==> config.mk <==
export PLATFORM = sky130hd
export DESIGN_NAME = ch_seq_ctrl
export DESIGN_NICKNAME = d
export VERILOG_FILES = /design/src/rtl/ch_seq_ctrl.sv
export SDC_FILE = /design/constraint.sdc
export NUM_CORES = 1
export LEC_CHECK = 0
export ABC_AREA = 1
export CORE_MARGIN = 2
export CORE_UTILIZATION = 24
export DETAILED_ROUTE_END_ITERATION = 7
export GPL_TIMING_DRIVEN = 0
export PLACE_DENSITY_LB_ADDON = 0.05
export SLEW_MARGIN = 40
export SYNTH_ARGS = -nofsm -noshare
export SYNTH_HDL_FRONTEND = slang
export SYNTH_SLANG_ARGS = --single-unit
==> constraint.sdc <==
create_clock -name clk -period 3.55 [get_ports clk]
set_input_delay 0.5325 -clock clk [delete_from_list [all_inputs] [get_ports clk]]
set_output_delay 0.5325 -clock clk [all_outputs]
set_load 0.005 [all_outputs]
==> src/rtl/ch_seq_ctrl.sv <==
// Channel sequencer: a strobe starts one scan that steps the channel index 1..N, one channel
// per clock, then returns to idle index 0. N and the enable mask are captured at scan start.
// A strobe on the last scan cycle restarts the scan back-to-back; any other mid-scan strobe is
// rejected and flagged with a one-cycle overrun pulse.
// Optional feature: define CH_SEQ_OVR_CNT_EN for a saturating overrun event counter.
module ch_seq_ctrl #(
    parameter int unsigned CH_W  = 4,
    parameter int unsigned OVR_W = 8
) (
    input  logic                 clk,
    input  logic                 reset,
    input  logic                 strobe,
    input  logic [CH_W-1:0]      num_ch,
    input  logic [2**CH_W-1:0]   ch_mask,
    input  logic                 ovr_clr,
    output logic [CH_W-1:0]      channel,
    output logic                 ch_valid,
    output logic                 ch_last,
    output logic                 busy,
    output logic                 overrun,
    output logic [OVR_W-1:0]     ovr_count
);

    localparam int unsigned      NumBits = 2**CH_W;
    localparam logic [CH_W-1:0]  ChOne   = CH_W'(1);

    typedef enum logic [0:0] {StIdle, StScan} state_e;

    state_e                state;
    logic [CH_W-1:0]       n_lat;
    logic [NumBits-1:0]    m_lat;

    logic [CH_W-1:0]       next_ch;
    logic                  is_last;
    logic                  start_scan;
    logic                  ovr_event;

    // Decode the scan position and classify the incoming strobe.
    always_comb begin
        next_ch    = channel + ChOne;
        is_last    = (channel == n_lat);
        // A strobe is accepted from idle or on the final scan cycle (back-to-back restart).
        start_scan = strobe && (num_ch != '0) && ((state == StIdle) || is_last);
        ovr_event  = strobe && (state == StScan) && !is_last;
    end

    // Scan FSM with registered outputs; n_lat/m_lat only change on an accepted strobe.
    always_ff @(posedge clk) begin
        if (reset) begin
            state    <= StIdle;
            n_lat    <= '0;
            m_lat    <= '0;
            channel  <= '0;
            ch_valid <= 1'b0;
            ch_last  <= 1'b0;
            busy     <= 1'b0;
            overrun  <= 1'b0;
        end else begin
            overrun <= ovr_event;
            if (start_scan) begin
                state    <= StScan;
                n_lat    <= num_ch;
                m_lat    <= ch_mask;
                channel  <= ChOne;
                ch_valid <= ch_mask[1];
                ch_last  <= (num_ch == ChOne);
                busy     <= 1'b1;
            end else if ((state == StScan) && !is_last) begin
                // next_ch never wraps: is_last stops the scan at n_lat <= all-ones.
                channel  <= next_ch;
                ch_valid <= m_lat[next_ch];
                ch_last  <= (next_ch == n_lat);
                busy     <= 1'b1;
            end else begin
                state    <= StIdle;
                channel  <= '0;
                ch_valid <= 1'b0;
                ch_last  <= 1'b0;
                busy     <= 1'b0;
            end
        end
    end

`ifdef CH_SEQ_OVR_CNT_EN
    // Saturating count of rejected strobes; clear has priority over a same-cycle event.
    always_ff @(posedge clk) begin
        if (reset || ovr_clr) begin
            ovr_count <= '0;
        end else if (ovr_event && (ovr_count != '1)) begin
            ovr_count <= ovr_count + OVR_W'(1);
        end
    end
`else
    logic unused_ovr;
    assign unused_ovr = ovr_clr ^ ovr_event;
    assign ovr_count  = '0;
`endif

endmodule

Word-level counts from Yosys, hierarchy flattened

Index checks and enable logic that the tools add are counted.

Word-level logic and storage cells: 38
Bits of input ports: 24
Flip-flop bits (word level): 29
Output and inout port bits: 16

Bitwise logic cells: 2
Equality and inequality tests: 4
Mux-type cells: 12
Add/subtract/negate cells: 1
Order comparisons: 1
Reductions and logical operators: 9

Operators with widths:

| operator            | number |
|---|---|
| $mux 1              | 11 |
| $eq 4x4->1          | 2 |
| $logic_and 1x1->1   | 5 |
| $lt 4x5->1 const B  | 1 |
| $add 4x1->4 const B | 1 |
| $bmux 1 s4          | 1 |
| $eq 4x1->1 const B  | 1 |
| $reduce_bool 4->1   | 1 |
| $reduce_or 3->1     | 1 |
| $ne 2x2->1 const B  | 1 |
| $not 1->1           | 2 |
| $logic_not 1->1     | 1 |
| $logic_or 1x1->1    | 1 |

Logic depth before layout (Yosys ltp)

Gate-level depths: netlist (run 1).

Word-level depth: 5
Mapped depth: 10

Least setup slack after synthesis (run 1)

OpenSTA, ideal clock, no wires.

Path type: register to register
Start point: register channel[0]
End point: register ch_last
Stages on the path, launching flop included: 8
Path buffers: 0
Path slack: 2246 ps
Library setup time: 71 ps
Arrival time: 1234 ps
Cells stage by stage: dfxtp_1 -> ha_1 -> xor2_1 -> nor2_1 -> o21ai_0 -> nor2_1 -> nand2_1 -> a21oi_1

Elaborated cells on any way between the ends: 9
Classes of those cells: 1 x add/sub; 2 x eq/ne; 2 x mux; 4 x reduce/logical

RTL lines:

| item                     | line | RTL |
|---|---|---|
| start: declaration       | 16   | `output logic [CH_W-1:0] channel,` |
| start signal: assignment | 64   | `channel <= ChOne;` |
| start signal: assignment | 70   | `channel <= next_ch;` |
| $add 4x1->4              | 40   | `next_ch = channel + ChOne;` |
| net next_ch[1]           | 33   | `logic [CH_W-1:0] next_ch;` |
| $eq 4x4->1               | 72   | `ch_last <= (next_ch == n_lat);` |
| $mux 1                   | 68   | `end else if ((state == StScan) && !is_last) begin` |
| $mux 1                   | 60   | `if (start_scan) begin` |
| end signal: assignment   | 66   | `ch_last <= (num_ch == ChOne);` |
| end signal: assignment   | 72   |  |
| end: declaration         | 18   | `output logic ch_last,` |

The timed path passes the listed nets, and every way through them passes these cells.
A chain may end at the register's enable or synchronous reset.

Worst setup path after layout (run 1)

Start point: register channel[2]
End point: output port channel[2]

No word-level cell between the ends.

==> results of run 1 <==
-- path summary, 6_finish.rpt --
kind | from | to | cells after the start
worst max-delay path | channel[2] | channel[2] | 1
worst min register to register | m_lat[0] | m_lat[0] | 2
worst max register to register | channel[0] | ch_valid | 8
worst min-delay path | m_lat[0] | m_lat[0] | 2
-- report_power, final --
group          internal [mW]  switching [mW]  leakage (nW)  total [mW]
Combinational         0.0820          0.0905         0.529       0.173
Sequential             0.348          0.0131         0.238       0.361
Clock                  0.153           0.124        0.0443       0.277
Total                  0.583           0.228         0.811       0.811
-- cells in the mapped netlist, drive strengths merged --
| cell | number |
|---|---|
| a21oi | 26 |
| buf | 15 |
| clkbuf | 3 |
| nand2 | 49 |
| ha | 1 |
| conb | 1 |
| xnor2 | 6 |
| or2 | 1 |
| nor2 | 6 |
| dfxtp | 29 |
| nor3 | 1 |
| inv | 19 |
| o21ai | 1 |
| xor2 | 3 |
| nand3 | 35 |
| nand4 | 1 |
| nor4 | 1 |
-- metal layers --
metal / routed length (um) / part of all wire / vias to the layer above / GRT usage
li1: - / - / 709 / -
met4: 63 / 0.017 / 0 / 0.05000
met3: 154 / 0.041 / 5 / 0.04286
met5: 0 / 0 / - / 0
met1: 1906 / 0.50 / 585 / 0.1699
met2: 1664 / 0.44 / 23 / 0.1951
-- registers in the layout, summed over array words and instances, names as in the netlist --
name and flops:
m_lat 16, channel 4, busy 1, state 1
overrun 1, ch_valid 1, n_lat 4, ch_last 1
-- cell families after synthesis --
logic type / after synthesis / share of synthesized area
AO/OA/AOI/OAI: 27 / 0.1005
XOR/XNOR: 9 / 0.05413
adder cells (fa/ha/maj): 1 / 0.008590
buffers and inverters: 37 / 0.1392
flip-flops: 29 / 0.3986
other: 1 / 0.002575
AND/OR/NAND/NOR: 94 / 0.2964
-- stage by stage --
stage	util	std cells
after floorplan	-	205
after global placement	0.3172	309
after detailed placement	0.3172	309
after CTS	0.3318	316
after global routing	0.3318	316
final	0.3318	316
-- area by class of cell --
| type | count | area [um^2] | area share |
|---|---|---|---|
| clock buffers | 7 | 86.33 | 0.04420 |
| repair buffers | 29 | 290.3 | 0.1486 |
| well taps | 75 | 93.84 | 0.04805 |
| flip-flops and latches | 29 | 580.6 | 0.2972 |
| multi-input cells | 139 | 699.4 | 0.3581 |
| inverters | 19 | 71.32 | 0.03652 |
| plain buffers | 18 | 131.4 | 0.06726 |
==> impl_summary.md, run 1 <==
Power
The leakage dissipation is 0.8110 nW. The maximum resistive drop on vdd is 0.1732 mV. Total power for the finished layout comes to 0.8106 mW.

The power density normalized to cell area is 415.0 nW/um^2.

Floorplanning
The die height is 81.90 um. The die covers 6708 um^2. From left edge to right edge, the die measures 81.90 um. In this run the count of I/O pins placed on the die edge is 40. The starting density of the core is 0.2474. The total area inside the core boundary comes to 5886 um^2. The placement row count is 28.

Yosys
Yosys mapped the design onto 23 distinct sky130hd cell types. The Yosys step of the flow raised 0 warnings. The number of flip-flops and latches in the synthesized netlist is 29. The number of instances in the synthesized netlist is 198. The average instance in the mapped netlist occupies 7.356 um^2. The biggest area contributor in the post-synthesis netlist is sky130_fd_sc_hd__dfxtp_1.

For this run, the register share of the synthesized area comes to 0.3986. By area the synthesized netlist is led by sky130_fd_sc_hd__dfxtp_1 (40%), sky130_fd_sc_hd__nand2_1 (12%), sky130_fd_sc_hd__nand3_1 (12%). The area fraction of the dominant cell type after synthesis is 0.3986.

After synthesis the cells add up to 1456 um^2.

Final layout
Summing all non-filler instances in the final layout gives an area of 1953 um^2. The final layout net count is 266. The layout overhead on the synthesized area is 34.11%. The leading cell type in the layout, fill and taps excluded is sky130_fd_sc_hd__nand2_1. In the layout the commonest cells are sky130_fd_sc_hd__nand2_1 (47), sky130_fd_sc_hd__nand3_1 (34), sky130_fd_sc_hd__dfxtp_1 (29), sky130_fd_sc_hd__clkdlybuf4s50_1 (29), sky130_fd_sc_hd__a21oi_1 (23). The fraction of final layout cells sized beyond drive strength 1 is 0.1203. The antenna diode count is 0. Counting the fill cells in the layout gives 683.

Place
The detailed-placement wirelength estimate is 2838 um. At the placement stage, the worst setup path has a slack of 1.535 ns. Routability-driven placement finished with a final weighted congestion of 0.8078. The count of input and output buffers is 29. The placed instance area is 1867 um^2.

Timing
The maximum operating frequency is 0.5568 GHz. The count of endpoints failing hold in the final timing report is 0. The final clock period utilization by the worst path is 0.5059. The worst max-slew margin expressed relative to the limit is 0.6659. The final count of pins violating max slew is 0. The clock tree skew after final layout is 0.002297 ns. Setup repair after global routing left no endpoint under its margin. At the pin with the least slew margin, the transition time is 0.5011 ns. Across all hold checks on the routed design, the worst slack comes to 0.4611 ns. In the post-route analysis, the smallest setup slack over all paths is 1.754 ns.

The shortest period the worst path allows is 1.796 ns. Setup violations remaining at the end of the flow were counted as 0. Setup total negative slack on the finished layout was measured at 0 ns.

Critical path
The signal on the critical path passes through clkdlybuf4s50_1. STA classifies the critical path endpoint as an output port. The peak fanout along the critical path is 5. The highest-delay cell along the critical path is sky130_fd_sc_hd__clkdlybuf4s50_1.

The gate family responsible for the most delay along the worst path is buffers and inverters. The delay of the slowest critical-path stage is 0.54 ns. Data arrives at the worst endpoint at 1.26 ns. The nature of the critical path startpoint is a flip-flop. STA puts the critical path data required time at 3.02 ns. The number of buffers and inverters on the critical path is 1. The critical path in this run is classified as reg2out. For flop-to-flop paths, the worst setup slack is 1.96 ns.

Clocking
In this run, post-CTS hold repair placed 0 buffers. The clock tree from TritonCTS is built. Once the clock tree was built, the resizer swapped 0 gates to a different size.

The number of setup buffers added after CTS is 0. The total clock buffers created by CTS is 5. The H-tree generated during clock tree synthesis spans 2 levels. The clock network latency to the later pin of the worst-skew pair is 0.28 ns. The maximum root-to-sink buffer count is 2.

The clock net sink count is 29. The clock slew seen by the registers of the worst setup and hold paths is 0.06 ns. Clock tree synthesis selected as its root buffer the cell sky130_fd_sc_hd__clkbuf_8.

Drt
The remaining antenna violation count is 0. The routed via count is 1,322. The routed wire length per instance is 11.99 um. The iteration-0 DRC count of the detailed router is 38. For this run, design rule violations remaining after detail routing come to 0. The detailed-routing iteration count for the pre-antenna-repair pass is 4. The detail-routed via count per cell is 4.184. Summed over all layers, the routed wires come to 3788 um.

Job
Max-cap violations in this run came to 0.

Global route
The global-route wire length before repair is 6375 um. The number of antenna violations at the first check in global routing is 0. The combined global-route utilization of all metal layers is 0.1294.

The number of global-route vias before repair is 1,306. The total grt overflow is 0. Entering global routing, the biggest net connects 11 pins.

Worst hold path
In this run the worst hold path is classified as reg2reg.

Status
The run finished with clean final reports.
(Power assumes the default switching activity.)
==> run 2, diff against run 1 <==
clock period = 1.6 ns   (was 3.55 ns; I/O delays follow)
==> run 2 against run 1 <==
Combinational power is 120% higher. Power is 120% higher. Clock skew is 0.00073 ns higher. Critical endpoint is now channel[3]. Largest cell class unchanged. Largest power group unchanged. Highest routed layer unchanged.
==> impl_summary.md, run 2 (same netlist as run 1, synthesis figures left out) <==
Clocking
The clock net sink count is 29 (unchanged). The number of setup buffers added after CTS is 0 (unchanged). The clock tree from TritonCTS is built (unchanged). The clock slew seen by the registers of the worst setup and hold paths is 0.06 ns (about the same).

The number of levels in the clock H-tree is 2 (unchanged). The cell at the root of the clock tree was sky130_fd_sc_hd__clkbuf_8 (unchanged). The total of hold buffers inserted after clock tree synthesis is 0 (unchanged). The maximum root-to-sink buffer count is 2 (unchanged). The clock network latency to the later pin of the worst-skew pair is 0.28 ns (about the same). The total clock buffers created by CTS came to 5 (unchanged).

The post-cts sizing count is 1 (was 0).

Drt
The residual DRC count came to 0 (unchanged). The routed via count came to 1,323 (was 1,322). The detail-routed via count per cell is 4.187 (was 4.184).

The iteration-0 DRC count of the detailed router is 36 (was 38). The detailed-route wire length is 3773 um (was 3788 um). The remaining antenna violation count is 0 (unchanged).

The routed wire length per instance was 11.94 um (was 11.99 um). The detailed-routing iteration count for the pre-antenna-repair pass is 4 (unchanged).

Place
The minimum setup slack after placement was -0.1222 ns (was 1.535 ns). The count of input and output buffers is 29 (unchanged). The final weighted congestion of routability-driven global placement is 0.8078 (unchanged). The detailed-placement wirelength estimate is 2838 um (unchanged).

Floorplanning
The overall die width is 81.90 um (unchanged). The area of the core region is 5886 um^2 (unchanged). The placement row count was 28 (unchanged).

The die height came to 81.90 um (unchanged). The die outline area came to 6708 um^2 (unchanged). The number of placed I/O pins came to 40 (unchanged). The starting density of the core is 0.2474 (unchanged).

Critical path
The gate family responsible for the most delay along the worst path is buffers and inverters (unchanged). The arrival time at the worst endpoint was 1.29 ns (was 1.26 ns). The endpoint type of the worst setup path is an output port (unchanged). The nature of the critical path startpoint is a flip-flop (unchanged).

The total stage count of the critical path is 1 (unchanged). The register-to-register setup slack is 0.12 ns (was 1.96 ns). The worst setup path category is reg2out (unchanged).

CP cell instances: clkdlybuf4s50_1 (unchanged). The buffering stage count on the worst path with inverters included came to 1 (unchanged). The peak fanout along the critical path came to 4 (was 5).

The required time of the critical path is 1.36 ns (was 3.02 ns). The cell count of the worst reg-to-reg path is 7 (was 8). The highest-delay cell along the critical path is sky130_fd_sc_hd__clkdlybuf4s50_1 (unchanged). The delay of the slowest critical-path stage is 0.55 ns (was 0.54 ns).

Power
The maximum resistive drop on vdd is 0.3850 mV (was 0.1732 mV). The power density normalized to cell area was 911.6 nW/um^2 (was 415.0 nW/um^2). The leakage dissipation is 0.8122 nW (was 0.8110 nW). The total chip power is 1.802 mW (was 0.8106 mW).

Final layout
Leading cell types in the layout, fill and taps excluded: sky130_fd_sc_hd__nand2_1 (47), sky130_fd_sc_hd__nand3_1 (34), sky130_fd_sc_hd__clkdlybuf4s50_1 (29), sky130_fd_sc_hd__dfxtp_1 (26), sky130_fd_sc_hd__a21oi_1 (23) (was sky130_fd_sc_hd__nand2_1 (47), sky130_fd_sc_hd__nand3_1 (34), sky130_fd_sc_hd__dfxtp_1 (29), sky130_fd_sc_hd__clkdlybuf4s50_1 (29), sky130_fd_sc_hd__a21oi_1 (23)). The antenna diode count is 0 (unchanged). The register bank with the most flops is m_lat (unchanged). The count of filler cells inserted in the layout came to 676 (was 683). The leading cell type in the layout, fill and taps excluded is sky130_fd_sc_hd__nand2_1 (unchanged). Largest regs: m_lat: 16 flops, channel: 4 flops, n_lat: 4 flops (unchanged). The fraction of final layout cells sized beyond drive strength 1 is 0.1494 (was 0.1203). The final layout net count is 266 (unchanged). The number of flip-flops under the largest register name is 16 (unchanged).

The layout overhead on the synthesized area is 35.74% (was 34.11%).

Timing
The count of endpoints failing hold in the final timing report was 0 (unchanged). Dividing the final minimum period by the clock period gives 0.9586. The final count of pins violating max slew is 0 (unchanged).

Based on the critical path, the design can be clocked at up to 0.6520 GHz. The worst hold-check slack is 0.3121 ns (was 0.4611 ns). The setup-violating endpoint count in the final report was 0 (unchanged). The clock tree skew after final layout is 0.003024 ns (was 0.002297 ns).

RSZ-0062 raised after global routing: no (unchanged). The post-layout worst setup margin is 0.06620 ns (was 1.754 ns). Counting I/O delays and the setup requirement, the final critical path takes 1.534 ns.

Global route
The total grt overflow was 0 (unchanged). The global-route wire length before repair is 6375 um (unchanged). The number of antenna violations at the first check in global routing came to 0 (unchanged).

The number of global-route vias before repair was 1,306 (unchanged). The largest net degree at the start of global routing is 11 (unchanged). The combined global-route utilization of all metal layers is 0.1294 (unchanged).

Worst hold path
The number of cells traversed by the worst hold path came to 2 (unchanged). The worst hold path class was in2reg (was reg2reg).

Job
The reported max-cap violation count is 0 (unchanged).

Status
Status: completed (unchanged).
==> run 2: cell counts in the layout (fill, tap and decap cells not counted) <==
No cell type changed its count.
==> run 2: area by class of cell <==
cell class,count,area (um^2),area share
buffer,18,133.9,0.06772
sequential,29,584.3,0.2956
clock buffer,7,86.33,0.04367
timing repair buffer,29,290.3,0.1468
tap,75,93.84,0.04747
inverter,19,71.32,0.03608
multi-input combinational,139,716.9,0.3627
==> run 2: per-stage QoR <==
stage	instances	instance area, um^2	utilization	TNS (ns)
3_3_place_gp	309	1867	0.3172	-2.459
6_report	316	1977	0.3359	0
3_5_place_dp	309	1867	0.3172	-2.026
5_1_grt	316	1977	0.3359	0
4_1_cts	316	1956	0.3323	0
2_1_floorplan	205	1483	-	0
==> run 2: final timing paths <==
| check | end | start |
|---|---|---|
| min | m_lat[13] | reset |
| max | channel[3] | channel[3] |
| min reg2reg | m_lat[4] | m_lat[4] |
| max reg2reg | m_lat[8] | channel[3] |
==> run 2: metal layers <==
layer	up-vias	part of all wire	track usage
met1	586	0.50	0.1699
met4	0	0.0077	0.05000
met5	-	0	0
li1	712	-	-
met3	2	0.041	0.04286
met2	23	0.45	0.1951
==> run 2: worst reg2reg max path: cells and delay by family (launching register included) <==
kind | cells | cell delay, ns
compound gates | 1 | 0.06
flops | 1 | 0.46
simple gates | 4 | 0.51
xor+xnor | 1 | 0.17
buf+inv | 1 | 0.15
==> run 2: power by group <==
group,internal (mW),switching (mW),total (mW)
clock network,0.341,0.273,0.613
registers,0.772,0.0303,0.802
logic,0.186,0.201,0.387
total,1.30,0.504,1.80
